## src/rtl/u_pipe_add_if.sv

```systemverilog
// Handshake bundle for u_pipe_add: operands/mode upstream, result downstream.
// Build option U_PIPE_ADD_OVF_EN adds the ovf result bit.
interface u_pipe_add_if #(
    parameter int unsigned WIDTH = 32
);
    logic [WIDTH-1:0] in1;
    logic [WIDTH-1:0] in2;
    logic             cin1;
    logic             sub;
    logic             in_valid;
    logic             in_ready;
    logic [WIDTH-1:0] sout;
    logic             cout;
    logic             out_valid;
    logic             out_ready;
`ifdef U_PIPE_ADD_OVF_EN
    logic             ovf;

    modport master (
        output in1, in2, cin1, sub, in_valid, out_ready,
        input  in_ready, sout, cout, out_valid, ovf
    );
    modport slave (
        input  in1, in2, cin1, sub, in_valid, out_ready,
        output in_ready, sout, cout, out_valid, ovf
    );
`else
    modport master (
        output in1, in2, cin1, sub, in_valid, out_ready,
        input  in_ready, sout, cout, out_valid
    );
    modport slave (
        input  in1, in2, cin1, sub, in_valid, out_ready,
        output in_ready, sout, cout, out_valid
    );
`endif
endinterface

```

## src/rtl/u_pipe_add.sv

```systemverilog
// Pipelined add/subtract: the WIDTH-bit carry chain is cut into STAGES slices, one per clock.
// Define U_PIPE_ADD_OVF_EN to add a registered signed-overflow output (bus.ovf).
module u_pipe_add #(
    parameter int unsigned WIDTH  = 32,
    parameter int unsigned STAGES = 4
) (
    input logic           clk,
    input logic           rst,
    u_pipe_add_if.slave   bus
);
    localparam int unsigned SW   = WIDTH / STAGES;
    localparam int unsigned LAST = STAGES - 1;

    logic              adv;
    logic [STAGES-1:0] vld_q, vld_d;
    logic [STAGES-1:0] cy_q, cy_d;
    logic [WIDTH-1:0]  a_q [STAGES];
    logic [WIDTH-1:0]  a_d [STAGES];
    logic [WIDTH-1:0]  b_q [STAGES];
    logic [WIDTH-1:0]  b_d [STAGES];
    logic [WIDTH-1:0]  s_q [STAGES];
    logic [WIDTH-1:0]  s_d [STAGES];

    // Whole pipeline moves as one; invalid slots are not squeezed out.
    assign adv          = bus.out_ready | ~vld_q[LAST];
    assign bus.in_ready = adv;
    assign bus.out_valid = vld_q[LAST];
    assign bus.sout     = s_q[LAST];
    assign bus.cout     = cy_q[LAST];

    always_comb begin
        logic [WIDTH-1:0] a_src;
        logic [WIDTH-1:0] b_src;
        logic [WIDTH-1:0] s_src;
        logic             c_src;
        logic             v_src;
        logic [SW:0]      slice;
        int               p;
        a_src = '0;
        b_src = '0;
        s_src = '0;
        c_src = 1'b0;
        v_src = 1'b0;
        slice = '0;
        p     = 0;
        vld_d = '0;
        cy_d  = '0;
        for (int k = 0; k < int'(STAGES); k++) begin
            p = (k == 0) ? 0 : k - 1;
            if (k == 0) begin
                // Subtract is in1 + ~in2 + 1; cin1 is ignored then.
                v_src = bus.in_valid;
                a_src = bus.in1;
                b_src = bus.sub ? ~bus.in2 : bus.in2;
                s_src = '0;
                c_src = bus.sub | bus.cin1;
            end else begin
                v_src = vld_q[p];
                a_src = a_q[p];
                b_src = b_q[p];
                s_src = s_q[p];
                c_src = cy_q[p];
            end
            slice = {1'b0, a_src[k*SW +: SW]} + {1'b0, b_src[k*SW +: SW]} + {{SW{1'b0}}, c_src};
            s_src[k*SW +: SW] = slice[SW-1:0];
            vld_d[k] = v_src;
            cy_d[k]  = slice[SW];
            a_d[k]   = a_src;
            b_d[k]   = b_src;
            s_d[k]   = s_src;
        end
    end

    always_ff @(posedge clk or posedge rst) begin
        if (rst) begin
            vld_q <= '0;
            cy_q  <= '0;
            for (int k = 0; k < int'(STAGES); k++) begin
                a_q[k] <= '0;
                b_q[k] <= '0;
                s_q[k] <= '0;
            end
        end else if (adv) begin
            vld_q <= vld_d;
            cy_q  <= cy_d;
            for (int k = 0; k < int'(STAGES); k++) begin
                a_q[k] <= a_d[k];
                b_q[k] <= b_d[k];
                s_q[k] <= s_d[k];
            end
        end
    end

`ifdef U_PIPE_ADD_OVF_EN
    logic ovf_q, ovf_d;

    // Carry into the MSB is recovered from the MSB's operand and sum bits.
    assign ovf_d   = (a_d[LAST][WIDTH-1] ^ b_d[LAST][WIDTH-1] ^ s_d[LAST][WIDTH-1]) ^ cy_d[LAST];
    assign bus.ovf = ovf_q;

    always_ff @(posedge clk or posedge rst) begin
        if (rst) begin
            ovf_q <= 1'b0;
        end else if (adv) begin
            ovf_q <= ovf_d;
        end
    end
`endif

endmodule
```

## src/flat_wrapper.sv

```systemverilog
// flat-port wrapper written by rule: the top's interface ports become plain ports
module u_pipe_add_flat 
#(
    parameter int unsigned WIDTH  = 32,
    parameter int unsigned STAGES = 4
)
  (clk, rst, bus_in1, bus_in2, bus_cin1, bus_sub, bus_in_valid, bus_out_ready, bus_in_ready, bus_sout, bus_cout, bus_out_valid);
  u_pipe_add_if #(.WIDTH(WIDTH)) bus_i ();
  input logic clk;
  input logic rst;
  input wire logic [$bits(bus_i.in1)-1:0] bus_in1;
  input wire logic [$bits(bus_i.in2)-1:0] bus_in2;
  input wire logic [$bits(bus_i.cin1)-1:0] bus_cin1;
  input wire logic [$bits(bus_i.sub)-1:0] bus_sub;
  input wire logic [$bits(bus_i.in_valid)-1:0] bus_in_valid;
  input wire logic [$bits(bus_i.out_ready)-1:0] bus_out_ready;
  output wire logic [$bits(bus_i.in_ready)-1:0] bus_in_ready;
  output wire logic [$bits(bus_i.sout)-1:0] bus_sout;
  output wire logic [$bits(bus_i.cout)-1:0] bus_cout;
  output wire logic [$bits(bus_i.out_valid)-1:0] bus_out_valid;
  assign bus_i.in1 = bus_in1;
  assign bus_i.in2 = bus_in2;
  assign bus_i.cin1 = bus_cin1;
  assign bus_i.sub = bus_sub;
  assign bus_i.in_valid = bus_in_valid;
  assign bus_i.out_ready = bus_out_ready;
  assign bus_in_ready = bus_i.in_ready;
  assign bus_sout = bus_i.sout;
  assign bus_cout = bus_i.cout;
  assign bus_out_valid = bus_i.out_valid;
  u_pipe_add #(.WIDTH(WIDTH), .STAGES(STAGES)) u_core (.clk(clk), .rst(rst), .bus(bus_i));
endmodule
```

## config.mk

```make
export PLATFORM = sky130hd
export DESIGN_NAME = u_pipe_add_flat
export DESIGN_NICKNAME = d
export VERILOG_FILES = /design/src/rtl/u_pipe_add_if.sv /design/src/rtl/u_pipe_add.sv /design/src/flat_wrapper.sv
export SDC_FILE = /design/constraint.sdc
export NUM_CORES = 1
export LEC_CHECK = 0
export ABC_AREA = 1
export BUFFER_PORTS_ARGS = -buffer_cell sky130_fd_sc_hd__buf_2
export CAP_MARGIN = 5
export CELL_PAD_IN_SITES_DETAIL_PLACEMENT = 1
export CELL_PAD_IN_SITES_GLOBAL_PLACEMENT = 2
export CORE_AREA = 10 10 196 198
export CTS_CLUSTER_DIAMETER = 200
export DETAILED_ROUTE_END_ITERATION = 10
export DIE_AREA = 0 0 206 208
export GPL_TIMING_DRIVEN = 0
export PLACE_DENSITY = 0.7
export SLEW_MARGIN = 20
export SYNTH_ARGS = -nofsm -noshare
export SYNTH_HDL_FRONTEND = slang
export SYNTH_SLANG_ARGS = --single-unit
export TNS_END_PERCENT = 50
```

## constraint.sdc

```tcl
create_clock -name clk -period 6.2 [get_ports clk]
set_input_delay 0.62 -clock clk [delete_from_list [all_inputs] [get_ports clk]]
set_output_delay 0.62 -clock clk [all_outputs]
set_load 0.02 [all_outputs]
```

# Yosys cells after proc, flatten, opt, wreduce, memory -nomap -nowiden
# Cells that the tools add are included.
[classes]
n_bitwise = 4
addsub = 8
mux = 1
[op_table]
columns = ["operator", "count"]
rows = [
  ["8-bit by 8-bit adder with 9-bit output", 4],
  ["9-bit by 1-bit adder with 9-bit output", 4],
  ["32-bit 2-to-1 mux", 1],
  ["32-bit inverter", 1],
  ["1-bit OR", 2],
  ["1-bit inverter", 1],
]
[word_totals]
regBits = 280
out_inout_bits = 35
inputBits = 70

# Logic depth before layout (Yosys ltp)
# Gate-level depths: netlist of the first run.
[depth]
word_depth = 4
ltp_mapped = 14
depth_no_buf = 12

# Least setup slack after synthesis of the first run
# Ideal clock, no wire load.
[synth_timing]
path_type = "input -> register"
start = "input bus_sub"
end = "register u_core.cy_q[0]"
path_stages = 13
setup_ns = 0.123
arrival_time_ns = 2.305
slack_ns = 3.772
required_time_ns = 6.077
path_cell_list = "buf_2 -> buf_4 -> or2_2 -> fa_1 -> inv_1 -> fa_1 -> inv_1 -> nand2_1 -> nand2_1 -> nand3_1 -> nor2_1 -> o21ai_0 -> nand2_1"
[synth_via]
elab_chain_len = 3
elab_cells_between_ends = 4
classes_between = "add/sub: 2; mux: 1; bitwise: 1"
[synth_rtl]
columns = ["item", "line_no", "text"]
rows = [
  ["start, declared", "flat_wrapper.sv:14", "input wire logic [$bits(bus_i.sub)-1:0] bus_sub;"],
  ["32-bit 2-to-1 mux", "u_pipe_add.sv:54", "b_src = bus.sub ? ~bus.in2 : bus.in2;"],
  ["8-bit by 8-bit adder with 9-bit output", "u_pipe_add.sv:64", "slice = {1'b0, a_src[k*SW +: SW]} + {1'b0, b_src[k*SW +: SW]} + {{SW{1'b0}}, c_src};"],
  ["9-bit by 1-bit adder with 9-bit output *", "u_pipe_add.sv:64", ""],
  ["end signal, assigned", "u_pipe_add.sv:85", "cy_q <= cy_d;"],
  ["end, declared", "u_pipe_add.sv:16", "logic [STAGES-1:0] cy_q, cy_d;"],
]
# Every way passes the cells marked *; elsewhere a longest branch is shown, timed or not.
# A chain may end at the register's enable or synchronous reset.

# Worst setup path after layout of the first run
# Same ends and word-level chain as after synthesis.

==> reports/qor.csv, run 1 <==
metric,value,unit
outcome,"complete, no violations",
globalRouteMet2Util,20.4,%
pin_count_of_the_biggest_net_entering_global_routing,95,
clk_pin_slew_worst_paths,0.08,ns
synthesis.area,8490,µm²
netlist_instances,997,
tritoncts,built,
chipHeight,208,µm
vias,6770,
row_count,68,
place_congestion,0.764,
syn_area_per_cell,8.51,µm²
ys_seq_elements,184,
cellLeakagePower,5.33,nW
antenna_cells,0,
finalWorstSetupSlack,3.70,ns
drt_first_pass_iters,6,
post_cts.resized_instances,0,
met1_usage,16.0,%
dp_cells,1556,
layout-drive-gt1-share,15.5,%
finalHoldViolCount,0,
detail_route.wl_per_cell,16.4,µm
worst_setup_path_end_kind,register,
post_cts_hold_buffer_count,0,
crit_path_frequent_cell,nand2_1,
sequential_fraction_of_the_synthesis_area,54.2,%
post_cts.repair.setup_buffers,0,
port_buffers,103,
ioPinCount,105,
grt_pass1_wl,41200,µm
crit_path_top_delay_cell,fa_1,
crit_path_max_fanout,10,
wp_data_required,6.52,ns
timing.final.setup_violations,0,
grt_usage,12.4,%
place_worst_setup_slack,3.23,ns
rsz0062_at_grt,false,
cts-root-buf,clkbuf_16,
ctsHtreeMaxLevel,4,
width_of_the_die,206,µm
yosys_warnings,0,
clock_latency,0.44,ns
detail_route.drc_violations,0,
final_min_period_over_clock_period,40.4,%
worst-slew-pin-transition,0.813,ns
filler_cell_count,4145,
crit_buf_inv,4,
timing.final.crit_period,2.50,ns
final_common_cell,nand2_1,
first_global_vias,7282,
core_footprint,34400,µm²
slew_violations,0,
power_density,511,nW/µm²
globalRouteOverflowTotal,0,
timing.critical_path.from_type,input pin,
die_area,42800,µm²
syn_nets,1103,
timing.critical_path.slowest_cell_delay,0.39,ns
mostFrequentLayoutCells,"nand2_1 (454), dfrtp_1 (184), buf_2 (131), o21ai_0 (74), inv_1 (69)",
vias_per_cell,4.26,
initial_core_util,24.7,%
clock_path_buffers,2,
arrival,2.82,ns
critical_path.top_delay_family,simple AND/OR/NAND/NOR gates,
critPathKind,input pin to register,
drv.max_cap_violation_count,0,
layoutNonFillerInstCount,1588,
gr-usage-met3,2.80,%
crit_path_cell_trace,buf_2 > buf_4 > or2_2 > fa_1 > inv_1 > fa_1 > inv_1 > nand2_1 > nand2_1 > nand3_1 > nor2_1 > o21ai_0 > nand2_1,
hpwlAfterDp,19400,µm
drt.antenna.violating_nets,0,
hold_path_class,input pin to asynchronous set/reset pin,
achievable-frequency,399,MHz
route.final.wire_length,26000,µm
synth.lib_cells_used.distinct,23,
setup_tns,0,ns
gr-max-usage-layer,met2,
drtIter0Drc,358,
relSlewSlack,45.8,%
clock_sinks,184,
cts-buffers-inserted,17,
antenna_violations_before_repair,0,
fin_worst_skew,0.0159,ns
area_added_between_synthesis_and_finish,20.2,%
maximum_vdd_ir_drop,0.234,mV
num-nets-final,1226,
[power breakdown]
| part | total [mW] | internal [mW] | switching [mW] |
|---|---|---|---|
| Clock | 1.11 | 0.585 | 0.527 |
| Combinational | 2.08 | 0.713 | 1.36 |
| Sequential | 2.02 | 1.73 | 0.293 |
[routing by layer]
metal	share of wire, %	up-vias	wire length [µm]
li1	-	3360	-
met1	47	3319	12300
met2	48	73	12500
met3	3.8	18	998
met4	1.0	0	262
met5	0	-	0
[area by class of cell]
type                            instances  area [µm²]  share of cell area [%]
Tap cell                              455         569                    5.58
Clock inverter                         14         154                    1.51
Inverter                               71         274                    2.69
Buffer                                 43         211                    2.07
Timing Repair Buffer                  104         543                    5.32
Clock buffer                           18         439                    4.31
Sequential cell                       184        4600                    45.1
Multi-Input combinational cell        699        3410                    33.4
[stage by stage]
stage / power (mW) / hold WS, ns / instance area [µm²] / util, %
4_1_cts: 5.32 / 0.329 / 10200 / 29.7
3_3_place_gp: 4.12 / 0.436 / 9570 / 27.9
3_5_place_dp: 4.18 / 0.448 / 9610 / 28.0
5_1_grt: 5.71 / 0.348 / 10200 / 29.7
6_report: 5.21 / 0.297 / 10200 / 29.7
2_1_floorplan: 3.41 / 0.420 / 8490 / -
[flip-flops by register name, indices dropped and copies added (netlist names)]
name and flops:
u_core.a_d 48, u_core.b_d 48, u_core.s_d 48, u_core.bus.sout 32, u_core.cy_q 4, u_core.vld_q 4
[Yosys cell counts]
| cell type | n | share of area (%) |
|---|---|---|
| nand2_1 | 454 | 20 |
| dfrtp_1 | 184 | 54 |
| o21ai_0 | 74 | 4.4 |
| inv_1 | 70 | 3.1 |
| nand3_1 | 35 | 2.1 |
| buf_2 | 28 | 1.7 |
| ha_1 | 28 | 4.1 |
| xnor2_1 | 25 | 2.6 |
| nor2_1 | 23 | 1.0 |
| a21oi_1 | 16 | 0.94 |
| clkbuf_1 | 11 | 0.49 |
| fa_1 | 8 | 1.9 |
| nand3b_1 | 8 | 0.71 |
| o22ai_1 | 7 | 0.52 |
| xor2_1 | 7 | 0.72 |
| or2_2 | 5 | 0.37 |
| buf_4 | 4 | 0.35 |
| a211oi_1 | 2 | 0.18 |
| a31oi_1 | 2 | 0.15 |
| and2_1 | 2 | 0.15 |
| or2_1 | 2 | 0.15 |
| inv_2 | 1 | 0.044 |
| nor2_4 | 1 | 0.13 |
[final timing paths]
| path | from | to | slack [ns] | depth (start not counted) |
|---|---|---|---|---|
| min | rst | u_core.bus.sout[5] | 0.30 | 2 |
| max in group asynchronous | rst | u_core.b_d[86] | 4.98 | 3 |
| max | bus_sub | u_core.cy_q[0] | 3.70 | 13 |
| max reg2reg | u_core.b_d[24] | u_core.bus.sout[30] | 4.20 | 9 |
| min reg2reg | u_core.vld_q[2] | u_core.vld_q[3] | 0.46 | 2 |
| min in group clk | bus_in1[16] | u_core.a_d[80] | 0.38 | 3 |
[worst reg2reg max path, cell delays in order, from the launching register on]
cell      delay (ns)
dfrtp_1         0.41
fa_1            0.48
fa_1            0.41
nand2_1         0.10
nand2_1         0.09
nand3b_1        0.13
nand2_1         0.09
nand2_1         0.06
nand3_1         0.07
nand2_1         0.09
[cells by family (layout without fill, tap and decap cells)]
group | Yosys count | count (layout) | synth area share [%]
AO/OA/AOI/OAI | 101 | 101 | 6.15
XOR/XNOR | 32 | 32 | 3.30
adder cells (fa/ha/maj) | 36 | 36 | 6.01
buffers and inverters | 114 | 250 | 5.63
flip-flops | 184 | 184 | 54.2
AND/OR/NAND/NOR | 530 | 530 | 24.7
(Power assumes the default switching activity.)
==> run 2, diff against run 1 <==
- ABC_AREA: 1 -> 0
- CORE_AREA: 10 10 196 198 -> 10 10 197 199
- DIE_AREA: 0 0 206 208 -> 0 0 207 209
- PLACE_DENSITY: 0.7 -> 0.71
- clock period: 6.2 -> 2.3 ns (I/O delays scaled with it)
==> reports/qor.csv, run 2 <==
metric,value,unit
layoutNonFillerInstCount,1562,
yosys_warnings,0,
syn_area_per_cell,9.21,µm²
ctsHtreeMaxLevel,4,
num-nets-final,1194,
largest_cells_by_area_after_synthesis,"dfrtp_1 (53%), nand2_1 (18%), ha_1 (4.1%), o21ai_0 (2.9%), xnor2_1 (2.5%)",
grt_usage,12.5,%
critical_path.top_delay_family,adder cells,
drt.antenna.violating_nets,0,
final_min_period_over_clock_period,97.4,%
clk_pin_slew_worst_paths,0.07,ns
hold_path_class,input pin to register,
post-synth-top-area-fraction,53.5,%
timing.critical_path.from_type,register,
width_of_the_die,207,µm
timing.final.setup_violations,0,
asyncSetResetFlopFracSynth,100,%
mostFrequentLayoutCells,"nand2_1 (421), dfrtp_1 (184), buf_2 (133), o21ai_0 (50), ha_1 (28)",
filler_cell_count,4160,
syn_nets,1041,
dp_cells,1505,
synth-edff-count,0,
achievable-frequency,447,MHz
detail_route.wl_per_cell,17.2,µm
worst_setup_path_end_kind,register,
core_footprint,35100,µm²
antenna_violations_before_repair,2,
power_density,1380,nW/µm²
hpwlAfterDp,20900,µm
clock_sinks,184,
first_global_vias,7297,
synthesis.area,8610,µm²
synthTopCellsByCount,"nand2_1 (421), dfrtp_1 (184), o21ai_0 (50)",
initial_core_util,24.6,%
area_added_between_synthesis_and_finish,24.3,%
crit_path_max_fanout,3,
cts-buffers-inserted,17,
timing.critical_path.slowest_cell_delay,0.42,ns
route.final.wire_length,26900,µm
synth.lib_cells_used.distinct,42,
ioPinCount,105,
timing.final.crit_period,2.24,ns
chipHeight,209,µm
vias_per_cell,4.36,
worst-slew-pin-transition,0.767,ns
detail_route.drc_violations,0,
tritoncts,built,
maximum_vdd_ir_drop,0.620,mV
ys_seq_elements,184,
slew_violations,0,
final_common_cell,nand2_1,
outcome,"complete, no violations",
finalHoldViolCount,0,
drv.max_cap_violation_count,0,
cts-root-buf,clkbuf_16,
crit_path_top_delay_cell,fa_2,
die_area,43300,µm²
synthMostInstantiatedCell,nand2_1,
fin_worst_skew,0.0124,ns
cellLeakagePower,5.28,nW
hold_slack,0.0216,ns
globalRouteOverflowTotal,0,
clock_latency,0.44,ns
critPathKind,register to register,
row_count,69,
netlist_instances,935,
drt_first_pass_iters,4,
relSlewSlack,48.9,%
clock_path_buffers,2,
synthFlopType,dfrtp_1,
grt_pass1_wl,42800,µm
crit_path_cell_trace,fa_2 > fa_2 > a211oi_2 > nor2_1 > o31a_1 > o31a_1,
wp_data_required,2.62,ns
crit_buf_inv,0,
port_buffers,103,
sequential_fraction_of_the_synthesis_area,53.5,%
place_congestion,0.817,
drtIter0Drc,266,
synth_area_leader,dfrtp_1,
pin_count_of_the_biggest_net_entering_global_routing,32,
layout-drive-gt1-share,16.9,%
rsz0062_at_grt,true,
arrival,2.56,ns
vias,6806,
-- run 2: area by class of cell --
| type | count | area (µm²) | area share, % |
|---|---|---|---|
| flip-flops and latches | 184 | 4600 | 43.0 |
| multi-input cells | 693 | 3740 | 35.0 |
| repair buffers | 134 | 886 | 8.28 |
| well taps | 461 | 577 | 5.39 |
| clock buffers | 18 | 429 | 4.01 |
| plain buffers | 48 | 248 | 2.32 |
| clock inverters | 13 | 170 | 1.59 |
| inverters | 10 | 41.3 | 0.386 |
| diodes | 1 | 2.50 | 0.0234 |
-- run 2: where the power goes --
group	total (mW)	switching, mW	leakage [nW]	internal [mW]
registers	5.59	0.900	2.22	4.69
logic	6.17	3.74	2.78	2.43
clock network	3.06	1.34	0.289	1.72
-- run 2: logic make-up after synthesis --
| kind of cell | share of synthesized area (%) |
|---|---|
| compound gates | 9.31 |
| buf+inv | 3.23 |
| mux | 0.697 |
| simple gates | 23.7 |
| fa+ha+maj | 5.93 |
| xor+xnor | 3.66 |
| flops | 53.5 |
-- run 2: worst paths after layout --
path / cells past startpoint / from / endpoint / slack [ns]
min in group asynchronous: 3 / rst / u_core.bus.sout[23] / 0.42
max in group asynchronous: 5 / rst / u_core.b_d[73] / 1.09
hold reg to reg: 2 / u_core.bus.sout[25] / u_core.bus.sout[25] / 0.46
setup reg to reg: 6 / u_core.cy_q[2] / u_core.cy_q[3] / 0.06
setup / recovery: 6 / u_core.cy_q[2] / u_core.cy_q[3] / 0.06
hold / removal: 3 / bus_in1[21] / u_core.a_d[85] / 0.02
-- run 2: worst reg2reg max path, delay by kind of cell (launching register included) --
kind | cells | cell delay (ns)
flip-flops | 1 | 0.40
adder cells (fa/ha/maj) | 2 | 0.83
AO/OA/AOI/OAI | 3 | 0.81
AND/OR/NAND/NOR | 1 | 0.10
-- run 2: what timing repair did --
action	CTS	global route
resized for setup	4	4
buffers inserted	1	2
setup endpoints to repair	3	7
endpoints found under the hold margin	42	0
pin swaps	1	4
hold buffers	22	0
-- run 2: per-stage QoR --
| step | instance area, µm² | total power, mW | setup slack, ns | TNS (ns) | utilization (%) |
|---|---|---|---|---|---|
| 2_1_floorplan | 8610 | 9.59 | -0.295 | -54.23 | - |
| 3_3_place_gp | 9710 | 11.6 | -1.70 | -313.34 | 27.7 |
| 3_5_place_dp | 9830 | 11.8 | -0.428 | -1.79 | 28.1 |
| 4_1_cts | 10700 | 15.0 | 0.00195 | 0 | 30.4 |
| 5_1_grt | 10700 | 16.1 | -0.00866 | -0.00866 | 30.5 |
| 6_report | 10700 | 14.8 | 0.0606 | 0 | 30.5 |
-- run 2: metal layers --
metal  global-route usage [%]  routed length [µm]  part of all wire (%)
met1                     16.1               12700                    47
met2                     21.0               12900                    48
met3                     2.54                1030                   3.8
met4                     3.35                 291                   1.1
met5                        0                  20                 0.074
==> run 3, diff against run 2 <==
- ABC_AREA: 0 -> 1
- CORE_AREA: 10 10 197 199 -> 10 10 196 198
- DIE_AREA: 0 0 207 209 -> 0 0 206 208
- PLACE_DENSITY: 0.71 -> 0.73
==> reports/qor.csv, run 3 (same netlist as run 1, synthesis figures left out) <==
metric,value,unit
worst_setup_path_end_kind,register,
hpwlAfterDp,19900,µm
r2r_setup_slack,0.29,ns
route.final.wire_length,26000,µm
vias_per_cell,4.23,
hold_path_class,input pin to register,
crit_path_max_fanout,10,
dp_cells,1561,
port_buffers,103,
final_min_period_over_clock_period,90.6,%
clockPowerShare,21.2,%
layout-drive-gt1-share,15.5,%
internal_power,8.27,mW
first_global_vias,7322,
power_total,14.1,mW
width_of_the_die,206,µm
fin_worst_skew,0.0128,ns
power_density,1340,nW/µm²
worst-slew-pin-transition,0.858,ns
setup_tns,0,ns
drtIter0Drc,331,
timing.final.setup_violations,0,
timing.critical_path.from_type,input pin,
clock_sinks,184,
wp_data_required,2.61,ns
achievable-frequency,480,MHz
filler_cell_count,4128,
globalRouteOverflowTotal,0,
layoutNonFillerInstCount,1615,
detail_route.wl_per_cell,16.1,µm
tritoncts,built,
hold_path_depth,3,
ff2ff_path_depth,9,
power.sequential.fraction,38.9,%
num-nets-final,1253,
place_congestion,0.797,
critPathKind,input pin to register,
finalHoldViolCount,0,
clock_path_buffers,2,
outcome,"complete, no violations",
final_common_cell,nand2_1,
ioPinCount,105,
clk_pin_slew_worst_paths,0.07,ns
maximum_vdd_ir_drop,0.592,mV
row_count,68,
antenna_cells,0,
drv.max_cap_violation_count,0,
min_delay_endpoint,u_core.a_d[83],
die_area,42800,µm²
ctsHtreeMaxLevel,4,
startpoint_of_the_most_critical_hold_path,bus_in1[19],
pin_count_of_the_biggest_net_entering_global_routing,34,
relSlewSlack,42.8,%
grt_pass1_wl,42000,µm
drt_first_pass_iters,4,
detail_route.drc_violations,0,
p_sw_share,41.3,%
area_added_between_synthesis_and_finish,23.8,%
power.share.combinational,40.0,%
cts-root-buf,clkbuf_16,
cts-buffers-inserted,17,
clock_latency,0.44,ns
cellLeakagePower,5.44,nW
antenna_violations_before_repair,0,
mostFrequentLayoutCells,"nand2_1 (454), dfrtp_1 (184), buf_2 (131), o21ai_0 (74), inv_1 (69)",
p_switching,5.81,mW
chipHeight,208,µm
slew_violations,0,
initial_core_util,24.7,%
post_cts.resized_instances,0,
r2r-end,u_core.s_d[22],
drt.antenna.violating_nets,0,
vias,6828,
arrival,2.39,ns
grt_usage,12.5,%
rsz0062_at_grt,false,
core_footprint,34400,µm²
regToRegStartpoint,u_core.a_d[48],
timing.final.crit_period,2.08,ns
run 3: cell types whose count changed in the layout (fill, tap and decap cells not counted), moves of 7 or more:
cell,previous run,this run
nand3_1,7,35
o22ai_1,0,7
inv_1,9,69
o21a_1,9,0
nor2_1,7,23
nand3b_1,0,8
nor3b_1,22,0
nand2_1,421,454
nor3_1,8,0
a211oi_1,15,2
a21o_1,8,0
o21ai_0,50,74
run 3: worst max-delay path, cell delays in order:
cell	delay [ns]
buf_2	0.19
buf_4	0.22
or2_2	0.31
fa_1	0.39
inv_1	0.08
fa_1	0.16
inv_1	0.05
nand2_1	0.08
nand2_1	0.07
nand3_1	0.11
nor2_1	0.05
o21ai_0	0.34
nand2_1	0.09
run 3: layout make-up:
cell class                 count  area (µm²)  area share [%]
clock inverter                13         145            1.38
timing repair buffer         131         856            8.15
multi-input combinational    699        3410            32.4
clock buffer                  19         443            4.22
inverter                      71         270            2.57
buffer                        43         211            2.01
sequential                   184        4600            43.8
tap                          455         569            5.42
run 3: power groups by stage:
stage	clock network [mW]	logic (mW)	registers, mW
finish	2.98	5.63	5.47
CTS	3.07	5.78	5.50
global placement	0	5.56	5.52
global route	3.20	6.60	5.66
detailed placement	0	5.72	5.55
floorplan	0	3.51	5.67
run 3: what timing repair did:
item	CTS	global route
hold buffers	22	0
endpoints found under the hold margin	33	0
buffers inserted	0	0
run 3: per-stage QoR:
stage	setup WS (ns)	util, %	hold WS (ns)	area (µm²)
2_1_floorplan	-0.295	-	0.340	8490
3_3_place_gp	-1.64	27.9	0.428	9580
3_5_place_dp	-0.210	28.2	0.260	9700
4_1_cts	0.244	30.6	0.00142	10500
5_1_grt	0.103	30.6	0.0235	10500
6_report	0.216	30.6	0.00726	10500
run 3: worst max-delay path by stage:
stage | startpoint | endpoint | slack [ns] | cells after the start
after detailed placement | bus_sub | u_core.cy_q[0] | -0.21 | 13
final | bus_sub | u_core.cy_q[0] | 0.22 | 13
after floorplan | rst | u_core.a_d[24] | -0.29 | 1
after global placement | rst | u_core.a_d[81] | -1.64 | 2
after CTS | bus_sub | u_core.cy_q[0] | 0.24 | 13
after global routing | bus_sub | u_core.cy_q[0] | 0.10 | 13
run 3: routing by layer:
| metal | wire [µm] | GRT usage [%] | part of all wire, % |
|---|---|---|---|
| met5 | 0 | 0 | 0 |
| met4 | 136 | 2.08 | 0.52 |
| met3 | 1430 | 3.31 | 5.5 |
| met2 | 12400 | 20.6 | 47 |
| met1 | 12100 | 16.3 | 47 |
